===== src/rtl/lvds_word_align.sv =====
// LVDS deserializer word-alignment controller: bitslip search for a training word.
// Optional slip statistics counter enabled by defining LVDS_ALIGN_STATS_EN.
module lvds_word_align #(
    parameter int              DATA_W        = 7,
    parameter logic [DATA_W-1:0] TRAIN_PATTERN = 7'b1100011,
    parameter int              SETTLE_CYCLES = 4,
    parameter int              MATCH_COUNT   = 16
) (
    input  logic              pclk,
    input  logic              reset,
    input  logic              locked,
    input  logic [DATA_W-1:0] din,
    input  logic              realign,
    output logic              bitslip,
    output logic              aligned,
    output logic              align_err,
    output logic [2:0]        slip_count,
    output logic [DATA_W-1:0] dout,
    output logic              dout_valid,
    output logic [15:0]       stat_slips
);

    localparam int SW = $clog2(SETTLE_CYCLES + 1);
    localparam int MW = $clog2(MATCH_COUNT + 1);
    localparam logic [SW-1:0] SETTLE_LOAD = SW'(SETTLE_CYCLES - 1);
    localparam logic [MW-1:0] MATCH_LAST  = MW'(MATCH_COUNT - 1);
    localparam logic [2:0]    SLIP_LAST   = 3'(DATA_W - 1);

    typedef enum logic [2:0] {
        IDLE, SETTLE, CHECK, SLIP, ALIGNED, FAIL
    } state_t;

    state_t          r_state;
    logic            r_lock_s1;
    logic            r_lock_s2;
    logic [SW-1:0]   r_settle_cnt;
    logic [MW-1:0]   r_match_cnt;
    logic            w_match;

    assign w_match = (din == TRAIN_PATTERN);

    always_ff @(posedge pclk) begin
        if (reset) begin
            r_state      <= IDLE;
            r_lock_s1    <= 1'b0;
            r_lock_s2    <= 1'b0;
            r_settle_cnt <= '0;
            r_match_cnt  <= '0;
            bitslip      <= 1'b0;
            aligned      <= 1'b0;
            align_err    <= 1'b0;
            slip_count   <= '0;
            dout         <= '0;
            dout_valid   <= 1'b0;
        end else begin
            r_lock_s1 <= locked;
            r_lock_s2 <= r_lock_s1;
            dout      <= din;
            bitslip   <= 1'b0;
            // Lock loss overrides every state transition
            if (!r_lock_s2) begin
                r_state    <= IDLE;
                aligned    <= 1'b0;
                align_err  <= 1'b0;
                dout_valid <= 1'b0;
                slip_count <= '0;
            end else begin
                unique case (r_state)
                    IDLE: begin
                        r_state      <= SETTLE;
                        r_settle_cnt <= SETTLE_LOAD;
                        slip_count   <= '0;
                    end
                    SETTLE: begin
                        if (r_settle_cnt == '0) begin
                            r_state     <= CHECK;
                            r_match_cnt <= '0;
                        end else begin
                            r_settle_cnt <= r_settle_cnt - 1'b1;
                        end
                    end
                    CHECK: begin
                        if (w_match) begin
                            if (r_match_cnt == MATCH_LAST) begin
                                r_state    <= ALIGNED;
                                aligned    <= 1'b1;
                                dout_valid <= 1'b1;
                            end else begin
                                r_match_cnt <= r_match_cnt + 1'b1;
                            end
                        end else if (slip_count < SLIP_LAST) begin
                            r_state    <= SLIP;
                            bitslip    <= 1'b1;
                            slip_count <= slip_count + 1'b1;
                        end else begin
                            r_state   <= FAIL;
                            align_err <= 1'b1;
                        end
                    end
                    SLIP: begin
                        r_state      <= SETTLE;
                        r_settle_cnt <= SETTLE_LOAD;
                    end
                    ALIGNED: begin
                        if (realign) begin
                            r_state      <= SETTLE;
                            r_settle_cnt <= SETTLE_LOAD;
                            slip_count   <= '0;
                            aligned      <= 1'b0;
                            dout_valid   <= 1'b0;
                        end
                    end
                    FAIL: begin
                        if (realign) begin
                            r_state      <= SETTLE;
                            r_settle_cnt <= SETTLE_LOAD;
                            slip_count   <= '0;
                            align_err    <= 1'b0;
                        end
                    end
                    default: r_state <= IDLE;
                endcase
            end
        end
    end

`ifdef LVDS_ALIGN_STATS_EN
    logic [15:0] r_stat_slips;

    // Counts registered pulses; survives lock loss and realign
    always_ff @(posedge pclk) begin
        if (reset) begin
            r_stat_slips <= '0;
        end else if (bitslip && (r_stat_slips != 16'hFFFF)) begin
            r_stat_slips <= r_stat_slips + 16'd1;
        end
    end

    assign stat_slips = r_stat_slips;
`else
    assign stat_slips = 16'h0000;
`endif

endmodule


===== config.mk =====
export PLATFORM = sky130hd
export DESIGN_NAME = lvds_word_align
export DESIGN_NICKNAME = d
export VERILOG_FILES = /design/src/rtl/lvds_word_align.sv
export SDC_FILE = /design/constraint.sdc
export NUM_CORES = 1
export LEC_CHECK = 0
export CAP_MARGIN = 20
export CORE_AREA = 2 2 67 53
export DETAILED_ROUTE_END_ITERATION = 16
export DIE_AREA = 0 0 69 55
export GPL_ROUTABILITY_DRIVEN = 0
export PLACE_DENSITY_LB_ADDON = 0.2
export RECOVER_POWER = 25
export SLEW_MARGIN = 20
export SYNTH_ARGS = -nofsm -noshare
export SYNTH_HDL_FRONTEND = slang
export SYNTH_SLANG_ARGS = --single-unit

===== constraint.sdc =====
create_clock -name pclk -period 2.6 [get_ports pclk]
set_clock_uncertainty 0.1 [all_clocks]
set_input_delay 0.52 -clock pclk [delete_from_list [all_inputs] [get_ports pclk]]
set_output_delay 0.52 -clock pclk [all_outputs]
set_load 0.01 [all_outputs]

== Yosys cells after proc, flatten, opt, wreduce, memory -nomap -nowiden ==
Cells that the tools add are included.
Operators by class
  equal/unequal tests: 19
  bitwise operators: 2
  multipliers: 0
  muxes and demuxes: 25
  shift operators: 0
  $add $sub $neg: 3
  div/mod/pow operators: 0
  $lt $le $gt $ge: 1
  reduce and logical (&&, ||, !) cells: 17
Operators by type and width (count)
  3-bit 2-to-1 mux: 10
  2-bit inequality test (second input constant): 10
  3-bit case mux with 3 select lines: 2
  4-bit AND reduction: 4
  5-bit 2-to-1 mux: 3
  3-bit case mux with 4 select lines: 1
  5-bit case mux with 2 select lines: 1
  7-bit == test (second input constant): 1
  3-bit by 2-bit == test with 1-bit output (second input constant): 2
  3-bit == test (second input constant): 2
  3-bit logical NOT: 2
  1-bit 2-to-1 mux: 6
  2-bit nonzero test: 3
  3-bit nonzero test: 2
  2-bit OR reduction: 3
  5-bit by 1-bit adder with 5-bit output (second input constant): 1
  5-bit by 4-bit == test with 1-bit output (second input constant): 1
  5-bit AND reduction: 1
  1-bit case mux with 2 select lines: 2
  4-bit OR reduction: 1
  3-bit by 1-bit adder with 3-bit output (second input constant): 1
  3-bit by 1-bit == test with 1-bit output (second input constant): 1
  3-bit less-than comparator (second input constant): 1
  3-bit inequality test (second input constant): 1
  4 further kinds: 5
Word-level totals
  register bits after elaboration: 26
  memories kept: 0
  output and inout port bits: 30
  latch bits: 0
  RAM bits: 0
  ROM bits: 0
  logic and storage cells: 77

== Longest topological paths before layout ==
Gate-level depths: netlist of the first run.
  depth in word-level cells: 4
  gate-level depth with buffers: 7

== Worst setup path after synthesis of the first run ==
Ideal clock, no wire load.
  kind: register to register
  from: register r_match_cnt[0]
  to: register r_match_cnt[3]
  cell stages (with the launch flop): 8
  clock period less this slack: 2.030 ns
  arrival time: 1.813 ns
  setup slack: 0.570 ns
  required time: 2.383 ns
  path through: dfxtp_1 ha_1 and3_1 ha_1 nor3b_1 o21ai_1 a211o_1 a32o_1
Between the ends
  word-level cells in the longest chain between the ends: 4
  elaborated cells between the ends (all ways): 7
  those cells by class: add/sub: 1; eq/ne: 2; mux: 3; reduce/logical: 1
Ends and longest elaborated chain
  start: declaration: RTL line 37  | logic [MW-1:0] r_match_cnt;
  start signal: assignment: RTL line 89  | r_match_cnt <= r_match_cnt + 1'b1;
  5-bit by 1-bit adder with 5-bit output: RTL line 89
  5-bit 2-to-1 mux: RTL line 84  | if (r_match_cnt == MATCH_LAST) begin
  5-bit 2-to-1 mux: RTL line 83  | if (w_match) begin
  5-bit case mux with 2 select lines: RTL line 68  | unique case (r_state)
Parallel ways exist; a longest one is shown, timed or not. The select of a mux whose other input is x is not followed.
A chain may end at the register's enable or synchronous reset.

== Final worst setup path of the first run ==
  from: register r_match_cnt[0]
  to: register r_match_cnt[0]
The elaborated chain is that of the path after synthesis.

==> summary.txt, run 1 <==
Floorplan
  • I/O pin count: 41
  • Die Wd: 69 µm
  • Rows: 18
  • Die Y: 55 µm
  • DIE AREA: 3800 µm²
  • Core Footprint: 3150 µm²
  • Starting Density: 0.437

Yosys
  • Cell area after synthesis: 1380 µm²
  • Synth area leader: dfxtp_1
  • Mapped Cells: 152
  • Synth top area share: 0.378
  • Most frequent cell after synthesis: dfxtp_1
  • Synth top area cells: dfxtp_1 38%, buf_4 11%, nor2b_1 6.4%, ha_1 4.5%, a21oi_1 2.9%
  • Synth cell types: 43
  • Number of synthesized flops with an enable pin: 0
  • Post-synth ARST share: 0
  • Register area share after synthesis: 0.378
  • Synth warnings: 0
  • Register bit count reported by yosys: 26
  • Most frequent cells after synthesis: 26 x dfxtp_1, 20 x buf_4, 14 x nor2b_1
  • Commonest register cell after synthesis: dfxtp_1
  • Synth Area per Inst: 9.06 µm²

Finish
  • Cell area after layout: 1640 µm²
  • Fill count: 305
  • Area Growth Syn to Fin: 18.7%
  • Layout cells sized above 1: 0.0800
  • N_diodes: 0
  • Non-filler instance count after layout: 215
  • Nets: 192
  • Core Util, Final: 0.519

Placement
  • Dpl cell area: 1580 µm²
  • IO buf count: 24
  • Placed cell count: 211
  • Pre-CTS setup slack: 0.127 ns
  • Hpwl dp: 2050 µm

CTS
  • CTS hold repair buffers: 0
  • Clk slew on worst S/H paths: 0.09 ns
  • Clock Tree Root: clkbuf_8
  • CTS tree: yes
  • CTS Sinks: 26
  • CTS Buf Count: 3
  • Worst-case clock buffer depth: 2
  • Worst-Skew Late Latency: 0.27 ns
  • # Post-CTS Setup Buffers: 0
  • PostCTS Resize Cnt: 0
  • CTS H-tree lvls: 1

Power
  • Int Power: 0.577 mW
  • Leakage: 0.592 nW
  • Sequential share of power: 0.553
  • Max VDD drop: 317 µV
  • Power Total: 0.744 mW
  • Clock network power share: 0.350
  • Switch share: 0.223
  • PwrDens: 455 nW/µm²
  • Combinational share of power: 0.096
  • Psw: 0.166 mW

Status
  • Status: finished, final reports clean

Timing
  • F_max: 440 MHz
  • Setup Total Neg Slack: 0 ns
  • Final setup margin: 0.327 ns
  • Hold_ws: 0.344 ns
  • Relative slew margins: 0.661
  • Max-slew violation count: 0
  • RSZ-0062 raised after global routing: false
  • Setup violators final: 0
  • Hold Violations, Final: 0
  • Tcrit/Tclk final: 0.874
  • Tmin final: 2.27 ns
  • Slew of the pin with the lowest slew margin: 0.508 ns

Critical path
  • Crit path max fanout: 8
  • Worst setup EP type: flop
  • Critical Path RT: 2.70 ns
  • CP arrival: 2.38 ns
  • Startpoint Class: flop
  • Critical path class: reg -> reg

Route
  • WL final: 2670 µm
  • Vias: 1,096
  • Residual DRC: 0
  • Via-to-Cell Ratio: 5.10
  • DRT antenna net count: 0
  • DR pass1 iterations: 4
  • DR iter-0 viols: 78
  • WL per Instance: 12.4 µm

GRT
  • Total track usage: 0.142
  • First-pass GRT wire length: 4210 µm
  • Initial antenna violation count: 0
  • Largest net degree at the start of global routing: 15
  • Overflow after GRT: 0
  • Vias in the first global route: 917

Hold path
  • HP Class: reg -> reg

Job
  • Number of max-cap violations: 0
## kinds of logic (layout without fill, tap and decap cells)
logic type,count (synthesis),in the layout,synth area share
compound gates,35,35,0.181
xor+xnor,1,1,0.00636
fa+ha+maj,5,5,0.0454
buf+inv,31,39,0.140
flops,26,26,0.378
mux,1,1,0.00727
other cells,1,16,0.00272
simple gates,52,52,0.240
## flip-flops by register name, indices dropped and copies added (netlist names)
signal        count
dout              7
r_match_cnt       5
r_settle_cnt      3
r_state           3
slip_count        3
align_err         1
bitslip           1
dout_valid        1
r_lock_s1         1
r_lock_s2         1
## critical path, cell delays in order, from the launching register on
cell	delay, ns
dfxtp_1	0.35
ha_1	0.23
and3_1	0.20
ha_1	0.23
nor3b_1	0.26
o21ai_1	0.24
or4_1	0.44
a21oi_1	0.16
## cell usage in the layout (no fill, tap or decap), drive strengths merged, types with 4 or more instances in the layout
| cell | n |
|---|---|
| o21ai | 7 |
| nand2b | 4 |
| nor3 | 5 |
| dfxtp | 26 |
| nor2b | 14 |
| nor2 | 4 |
| conb | 16 |
| clkdlybuf4s50 | 22 |
| nand2 | 6 |
| a21oi | 9 |
| inv | 8 |
| ha | 5 |
| clkbuf | 5 |
## layer usage
layer  vias to the layer above  part of all wire  global-route usage
met4                         0                 0              0.0294
met5                         -                 0                   0
met3                         0             0.065              0.0435
li1                        549                 -                   -
met2                        35              0.47               0.242
met1                       512              0.46               0.181
## power by group through the flow
stage	clock (mW)	combinational (mW)	sequential, mW
6_report	0.261	0.0717	0.411
4_1_cts	0.269	0.0731	0.411
3_5_place_dp	0	0.0729	0.421
3_3_place_gp	0	0.0707	0.420
5_1_grt	0.287	0.0795	0.413
2_1_floorplan	0	0.0547	0.422
## path summary, 6_finish.rpt
| path | from | to | slack [ns] | cells after the start |
|---|---|---|---|---|
| max reg2reg | r_match_cnt[0] | r_match_cnt[0] | 0.33 | 7 |
| max | r_match_cnt[0] | r_match_cnt[0] | 0.33 | 7 |
| min | r_lock_s1 | r_lock_s2 | 0.34 | 1 |
| min reg2reg | r_lock_s1 | r_lock_s2 | 0.34 | 1 |
## area by class of cell
cell class | instances | area [µm²] | area share
well taps | 40 | 50.0 | 0.0306
repair buffers | 27 | 259 | 0.158
multi-input cells | 110 | 721 | 0.441
clock buffers | 4 | 55.1 | 0.0337
flip-flops and latches | 26 | 520 | 0.318
inverters | 8 | 30.0 | 0.0184
Power figures use the tool's default switching activity.
==> inputs of run 2 (changes only) <==
- ABC_AREA: unset -> 1
- CORE_AREA: 2 2 67 53 -> 2 2 68 54
- DIE_AREA: 0 0 69 55 -> 0 0 70 56
- GPL_ROUTABILITY_DRIVEN: 0 -> unset
==> summary.txt, run 2 <==
Route
  • DR pass1 iterations: 4 (unchanged)
  • Residual DRC: 0 (unchanged)
  • Vias: 1,240 (+13%)
  • WL final: 2820 µm (+5.8%)
  • DR iter-0 viols: 61 (-22%)
  • DRT antenna net count: 0 (unchanged)
  • Via-to-Cell Ratio: 4.46 (-13%)
  • WL per Instance: 10.2 µm (-18%)

Critical path
  • Worst R2R Setup Slack: 0.91 ns (+0.58 ns)
  • Buf+Inv Stages, Crit Path: 3 (+3)
  • Critical Path RT: 2.67 ns (-0.03 ns)
  • CP Launch Point: reset
  • Worst setup EP type: flop
  • CP cell instances: dlygate4sd3_1, clkbuf_1, inv_1, nand2_1, nor2_1
  • Slowest Stage Delay on Critical Path: 0.56 ns (+0.12 ns)
  • CP arrival: 1.93 ns (-0.45 ns)
  • Worst Setup EP: r_match_cnt[3]
  • Startpoint Class: primary input
  • Critical path class: in -> reg
  • Critical path's top delay family: buffers and inverters
  • Crit path max fanout: 14 (+6)
  • Worst path slowest cell: dlygate4sd3_1
  • Reg-to-Reg Start: r_match_cnt[0]
  • Instance count on the critical path: 5 (-2)
  • R2R cell count: 10 (+3)
  • RR Endpoint: r_match_cnt[2]

CTS
  • # Post-CTS Setup Buffers: 0 (unchanged)
  • CTS Buf Count: 3 (unchanged)
  • CTS H-tree lvls: 1 (unchanged)
  • PostCTS Resize Cnt: 0 (unchanged)
  • Worst-case clock buffer depth: 2 (unchanged)
  • Clock Tree Root: clkbuf_8
  • CTS tree: yes
  • CTS hold repair buffers: 0 (unchanged)
  • Worst-Skew Late Latency: 0.27 ns (about the same)
  • Clk slew on worst S/H paths: 0.09 ns (about the same)
  • CTS Sinks: 26 (unchanged)

Timing
  • Setup violators final: 0 (unchanged)
  • Tcrit/Tclk final: 0.717 (-0.157)
  • RSZ-0062 raised after global routing: false
  • Max-slew violation count: 0 (unchanged)
  • Slew of the pin with the lowest slew margin: 0.588 ns (+0.0803 ns)
  • Hold Violations, Final: 0 (unchanged)
  • F_max: 537 MHz (+22%)
  • Hold_ws: 0.324 ns (-0.0196 ns)
  • Final setup margin: 0.736 ns (+0.409 ns)
  • Tmin final: 1.86 ns (-0.409 ns)
  • Setup Total Neg Slack: 0 ns (unchanged)
  • Relative slew margins: 0.608 (-0.0536)

Floorplan
  • I/O pin count: 41 (unchanged)
  • Core Footprint: 3200 µm² (+1.4%)
  • Die Y: 56 µm (+1.8%)
  • Starting Density: 0.454 (+0.0169)
  • DIE AREA: 3920 µm² (+3.3%)
  • Die Wd: 70 µm (+1.4%)
  • Rows: 18 (unchanged)

Finish
  • Top flop regs: dout (7), r_match_cnt (5)
  • Most frequent cells in the layout: 42 x nand2_1, 35 x nor2_1, 32 x inv_1, 26 x dfxtp_1, 23 x clkdlybuf4s50_1
  • Layout cells sized above 1: 0.0756 (-0.00437)
  • Largest register FFs: 7 (unchanged)
  • N_diodes: 0 (unchanged)
  • Nets: 255 (+33%)
  • Area Growth Syn to Fin: 19.2%
  • Most flops, register: dout
  • Most common cell after layout, fill and taps aside: nand2_1

Power
  • Max VDD drop: 388 µV (+22%)
  • Leakage: 0.805 nW (+36%)
  • PwrDens: 481 nW/µm² (+5.7%)

Yosys
  • Synth cell types: 24 (-44%)
  • Synth top area cells: dfxtp_1 36%, nand2_1 11%, nor2_1 9.1%, buf_4 8.8%, inv_1 8.3%
  • Mapped Cells: 213 (+40%)
  • Synth area leader: dfxtp_1
  • Synth warnings: 0 (unchanged)
  • Cell area after synthesis: 1450 µm² (+5.4%)
  • Number of synthesized flops with an enable pin: 0 (unchanged)
  • Most frequent cells after synthesis: 42 x nand2_1, 35 x nor2_1, 32 x inv_1
  • Synth Area per Inst: 6.81 µm² (-25%)
  • Post-synth ARST share: 0 (unchanged)
  • Commonest register cell after synthesis: dfxtp_1
  • Synth top area share: 0.359 (-0.0192)
  • Most frequent cell after synthesis: nand2_1
  • Register area share after synthesis: 0.359 (-0.0192)
  • Register bit count reported by yosys: 26 (unchanged)

Job
  • Number of max-cap violations: 0 (unchanged)

GRT
  • First-pass GRT wire length: 4880 µm (+16%)
  • Initial antenna violation count: 0 (unchanged)
  • Total track usage: 0.154 (+0.0126)
  • Overflow after GRT: 0 (unchanged)
  • Largest net degree at the start of global routing: 16 (+1)
  • Vias in the first global route: 1,047 (+14%)

Placement
  • Placer Congestion: 0.813
  • Hpwl dp: 2150 µm (+5.1%)
  • IO buf count: 24 (unchanged)
  • Pre-CTS setup slack: 0.497 ns (+0.370 ns)

Status
  • Status: finished, final reports clean

Hold path
  • HP Class: reg -> reg
## run 2: cell types whose count changed in the layout (fill, tap and decap cells not counted), sizes merged, moves of 3 or more
cell,previous run,this run
or3b,3,0
a211oi,3,0
inv,8,34
nor3,5,1
nor2,4,42
nand2,6,43
nand2b,4,0
nand4,2,5
a31oi,3,0
nor3b,3,0
a311oi,3,0
nor2b,14,0
nand3,3,19
## run 2: worst register-to-register path, delay by kind of cell, from the launching register on
kind,cells,cell delay [ns]
flops,1,0.39
buf+inv,1,0.06
compound gates,1,0.12
fa+ha+maj,2,0.40
simple gates,6,0.58
## run 2: layout make-up
class | instances | area (µm²)
Multi-Input combinational cell | 149 | 717
Inverter | 34 | 128
Tap cell | 40 | 50.0
Sequential cell | 26 | 520
Clock buffer | 3 | 41.3
Timing Repair Buffer | 25 | 244
Fill cell | 319 | 1470
Clock inverter | 1 | 30.0
## run 2: power breakdown
group          leakage, nW  internal, mW  switching, mW
logic                0.557        0.0361         0.0462
clock network       0.0357         0.206          0.130
registers            0.212         0.408        0.00481
total                0.805         0.651          0.181
## run 2: logic make-up after synthesis
family                     Yosys count  share of synthesized area
and+or+nand+nor                    112                      0.350
AOI/OAI and AO/OA                   15                     0.0534
other                                1                    0.00258
buffers and inverters               53                      0.186
DFF                                 26                      0.359
xor gates and xnor gates             1                    0.00604
adders and majority gates            5                     0.0431
## run 2: layer usage
metal | global-route usage | vias up | wire length (µm)
met1 | 0.227 | 533 | 1480
met2 | 0.219 | 32 | 1170
met3 | 0.0489 | 2 | 160
met4 | 0.0330 | 0 | 10
li1 | - | 673 | -
met5 | 0 | - | 0
## run 2: through the flow
stage	util	power, mW	area [µm²]	std cells
2_1_floorplan	-	0.487	1510	228
3_3_place_gp	0.520	0.505	1660	274
3_5_place_dp	0.520	0.506	1660	274
4_1_cts	0.542	0.844	1730	278
5_1_grt	0.541	0.871	1730	278
6_report	0.541	0.832	1730	278
## run 2: worst min-delay path by stage
stage	start	to	slack, ns	cells after the start
3_5_place_dp	r_lock_s1	r_lock_s2	0.31	2
5_1_grt	r_lock_s1	r_lock_s2	0.35	2
2_1_floorplan	r_lock_s1	r_lock_s2	0.29	2
3_3_place_gp	r_lock_s1	r_lock_s2	0.30	2
4_1_cts	r_lock_s1	r_lock_s2	0.33	2
6_report	r_lock_s1	r_lock_s2	0.32	2
==> RTL change (config.mk and constraints of run 1) <==
The output `dout` loses its register stage (`dout` becomes a continuous assignment).
--- a/src/rtl/lvds_word_align.sv
+++ b/src/rtl/lvds_word_align.sv
@@ -50,12 +50,10 @@
             aligned      <= 1'b0;
             align_err    <= 1'b0;
             slip_count   <= '0;
-            dout         <= '0;
             dout_valid   <= 1'b0;
         end else begin
             r_lock_s1 <= locked;
             r_lock_s2 <= r_lock_s1;
-            dout      <= din;
             bitslip   <= 1'b0;
             // Lock loss overrides every state transition
             if (!r_lock_s2) begin
@@ -124,6 +122,8 @@
         end
     end
 
+    assign dout = din;
+
 `ifdef LVDS_ALIGN_STATS_EN
     logic [15:0] r_stat_slips;
 
Check against the original RTL: not equivalent (Yosys sat finds a counterexample within 4 cycles, from zero or initial values and one cycle with reset high).
==> RTL change against run 1 <==
  * Hold slack got worse by 5.2 ps
  * Final area down 12%
  * Combinational power fell by 3.3%
  * Routed wire length rose by 0.11%
  * Worst setup slack worse by 15 ps
  * Total power down 23%
  * Area after synthesis decreased by 9.9%
  * Sequential cell count shrank 7
  * Cell count down 5.6%
==> RTL change: results (changes against run 1) <==
qor: final_layout.final_net_count 180 [-6.3%]
qor: routing.wire_per_inst 13.2 um [+6.0%]
qor: synth.yosys-top-cells-count sky130_fd_sc_hd__buf_4 (24), sky130_fd_sc_hd__dfxtp_1 (19), sky130_fd_sc_hd__inv_1 (9)
qor: synth.netlist_instances 147 [-3.3%]
qor: setup_path.worst_ep_arrival_time 2300 ps [-80 ps]
qor: routing.totalWireLength 2.67 mm [+0.11%]
qor: final_layout.max_ffs_per_register 5 [-2]
qor: final_layout.antenna_cells_inserted 0 [unchanged]
qor: clocking.clk_pin_slew 70 ps [-20 ps]
qor: placement.place.detailed.hpwl 2.09 mm [+2.1%]
qor: synth.synth_async_sr_flop_share 0 [unchanged]
qor: timing.slew_headroom 0.667 [+0.00517]
qor: power.p_leak 0.525 nW [-11%]
qor: clocking.cts_root_buf sky130_fd_sc_hd__clkbuf_8
qor: clocking.clock_tree.buffer_depth 2 [unchanged]
qor: synth.ys.warnings.count 0 [unchanged]
qor: grt.first_global_vias 1013 [+10%]
qor: power.worst_vdd_ir 0.262 mV [-17%]
qor: final_layout.register_ranked_first_by_flip_flop_count r_match_cnt
qor: grt.grt_util_all_layers 0.155 [+0.0130]
qor: final_layout.drive_above_1_share 0.0552 [-0.0248]
qor: grt.initial_antenna_violation_count 0 [unchanged]
qor: routing.avgViaCountPerCell 5.28 [+3.5%]
qor: clocking.cts_buffer_count 3 [unchanged]
qor: placement.port_buffers 24 [unchanged]
qor: routing.detailedRoute.firstIterationViolations 56 [-28%]
qor: routing.drt_first_pass_iters 4 [unchanged]
qor: synth.cell_types_occupying_the_most_area_after_synthesis sky130_fd_sc_hd__dfxtp_1 (31%), sky130_fd_sc_hd__buf_4 (15%), sky130_fd_sc_hd__ha_1 (5.0%)
qor: worst_hold_path.worst_hold_path_type reg2reg
qor: clocking.clk_latency_worst_skew_pair 260 ps
qor: final_layout.filler_cell_count 311 [+2.0%]
qor: clocking.cts.htree.levels 1 [unchanged]
qor: grt.grt_max_degree 15 [unchanged]
qor: clocking.post_cts_resize_count 0 [unchanged]
qor: setup_path.critical_path_peak_fanout 6 [-2]
qor: synth.yosys.cell_types.count 45 [+4.7%]
qor: synth.synth_sequential_area_ratio 0.306 [-0.0714]
qor: status.run_status finished clean
qor: grt.grt_pass1_wl 4.60 mm [+9.2%]
qor: clocking.post-cts-setup-buffers 0 [unchanged]
## RTL change: cell count changes after synthesis, moves of 3 or more
| cell | run 1 | this run |
|---|---|---|
| sky130_fd_sc_hd__dfxtp_1 | 26 | 19 |
| sky130_fd_sc_hd__nand3b_1 | 0 | 3 |
| sky130_fd_sc_hd__buf_4 | 20 | 24 |
| sky130_fd_sc_hd__nor2b_1 | 14 | 5 |
| sky130_fd_sc_hd__nor2_1 | 4 | 8 |
## RTL change: power by group
part	switching, W	internal (W)	total [W]	leakage [nW]
Clock	0.0000987	0.000109	0.000208	0.0228
Sequential	0.00000224	0.000295	0.000297	0.154
Combinational	0.0000358	0.0000336	0.0000693	0.349
## RTL change: cell type report
class | count | area [um^2] | share of cell area
clock buffer | 4 | 45.0 | 0.0314
inverter | 9 | 33.8 | 0.0236
multi-input combinational | 104 | 664 | 0.464
sequential | 19 | 380 | 0.266
tap | 40 | 50.0 | 0.0349
timing repair buffer | 27 | 259 | 0.181
## RTL change: worst max-delay path, stage by stage, from the launching register on
cell and delay [ps]:
sky130_fd_sc_hd__dfxtp_1 330, sky130_fd_sc_hd__ha_1 230, sky130_fd_sc_hd__and3_1 190, sky130_fd_sc_hd__ha_1 270, sky130_fd_sc_hd__o41a_1 530, sky130_fd_sc_hd__o311ai_0 320
sky130_fd_sc_hd__o21ai_0 180
## RTL change: cells by family after synthesis
| family | synth area share |
|---|---|
| other cells | 0.00302 |
| simple gates | 0.228 |
| flops | 0.306 |
| fa+ha+maj | 0.0504 |
| compound gates | 0.202 |
| xor+xnor | 0.00706 |
| buf+inv | 0.204 |
## RTL change: stage by stage
stage | total power, W | hold slack, ps | worst slack [ps] | instance area, um^2
final | 0.000574 | 339 | 312 | 1430
after global routing | 0.000599 | 366 | 168 | 1430
after CTS | 0.000584 | 342 | 313 | 1440
after detailed placement | 0.000373 | 324 | 212 | 1390
after global placement | 0.000371 | 316 | 275 | 1390
after floorplan | 0.000364 | 314 | 510 | 1300
## RTL change: path summary, 6_finish.rpt
check | start | endpoint | slack (ps) | cells past startpoint
min | r_lock_s1$_SDFF_PP0_ | r_lock_s2$_SDFF_PP0_ | 340 | 1
max reg2reg | r_match_cnt[0]$_SDFFE_PP0P_ | r_match_cnt[2]$_SDFFE_PP0P_ | 310 | 6
max | r_match_cnt[0]$_SDFFE_PP0P_ | r_match_cnt[2]$_SDFFE_PP0P_ | 310 | 6
min reg2reg | r_lock_s1$_SDFF_PP0_ | r_lock_s2$_SDFF_PP0_ | 340 | 1
## RTL change: layer usage
metal / track usage / part of all wire
met5: 0 / 0
met4: 0.0719 / 0.014
met3: 0.0543 / 0.10
met2: 0.261 / 0.46
met1: 0.183 / 0.43
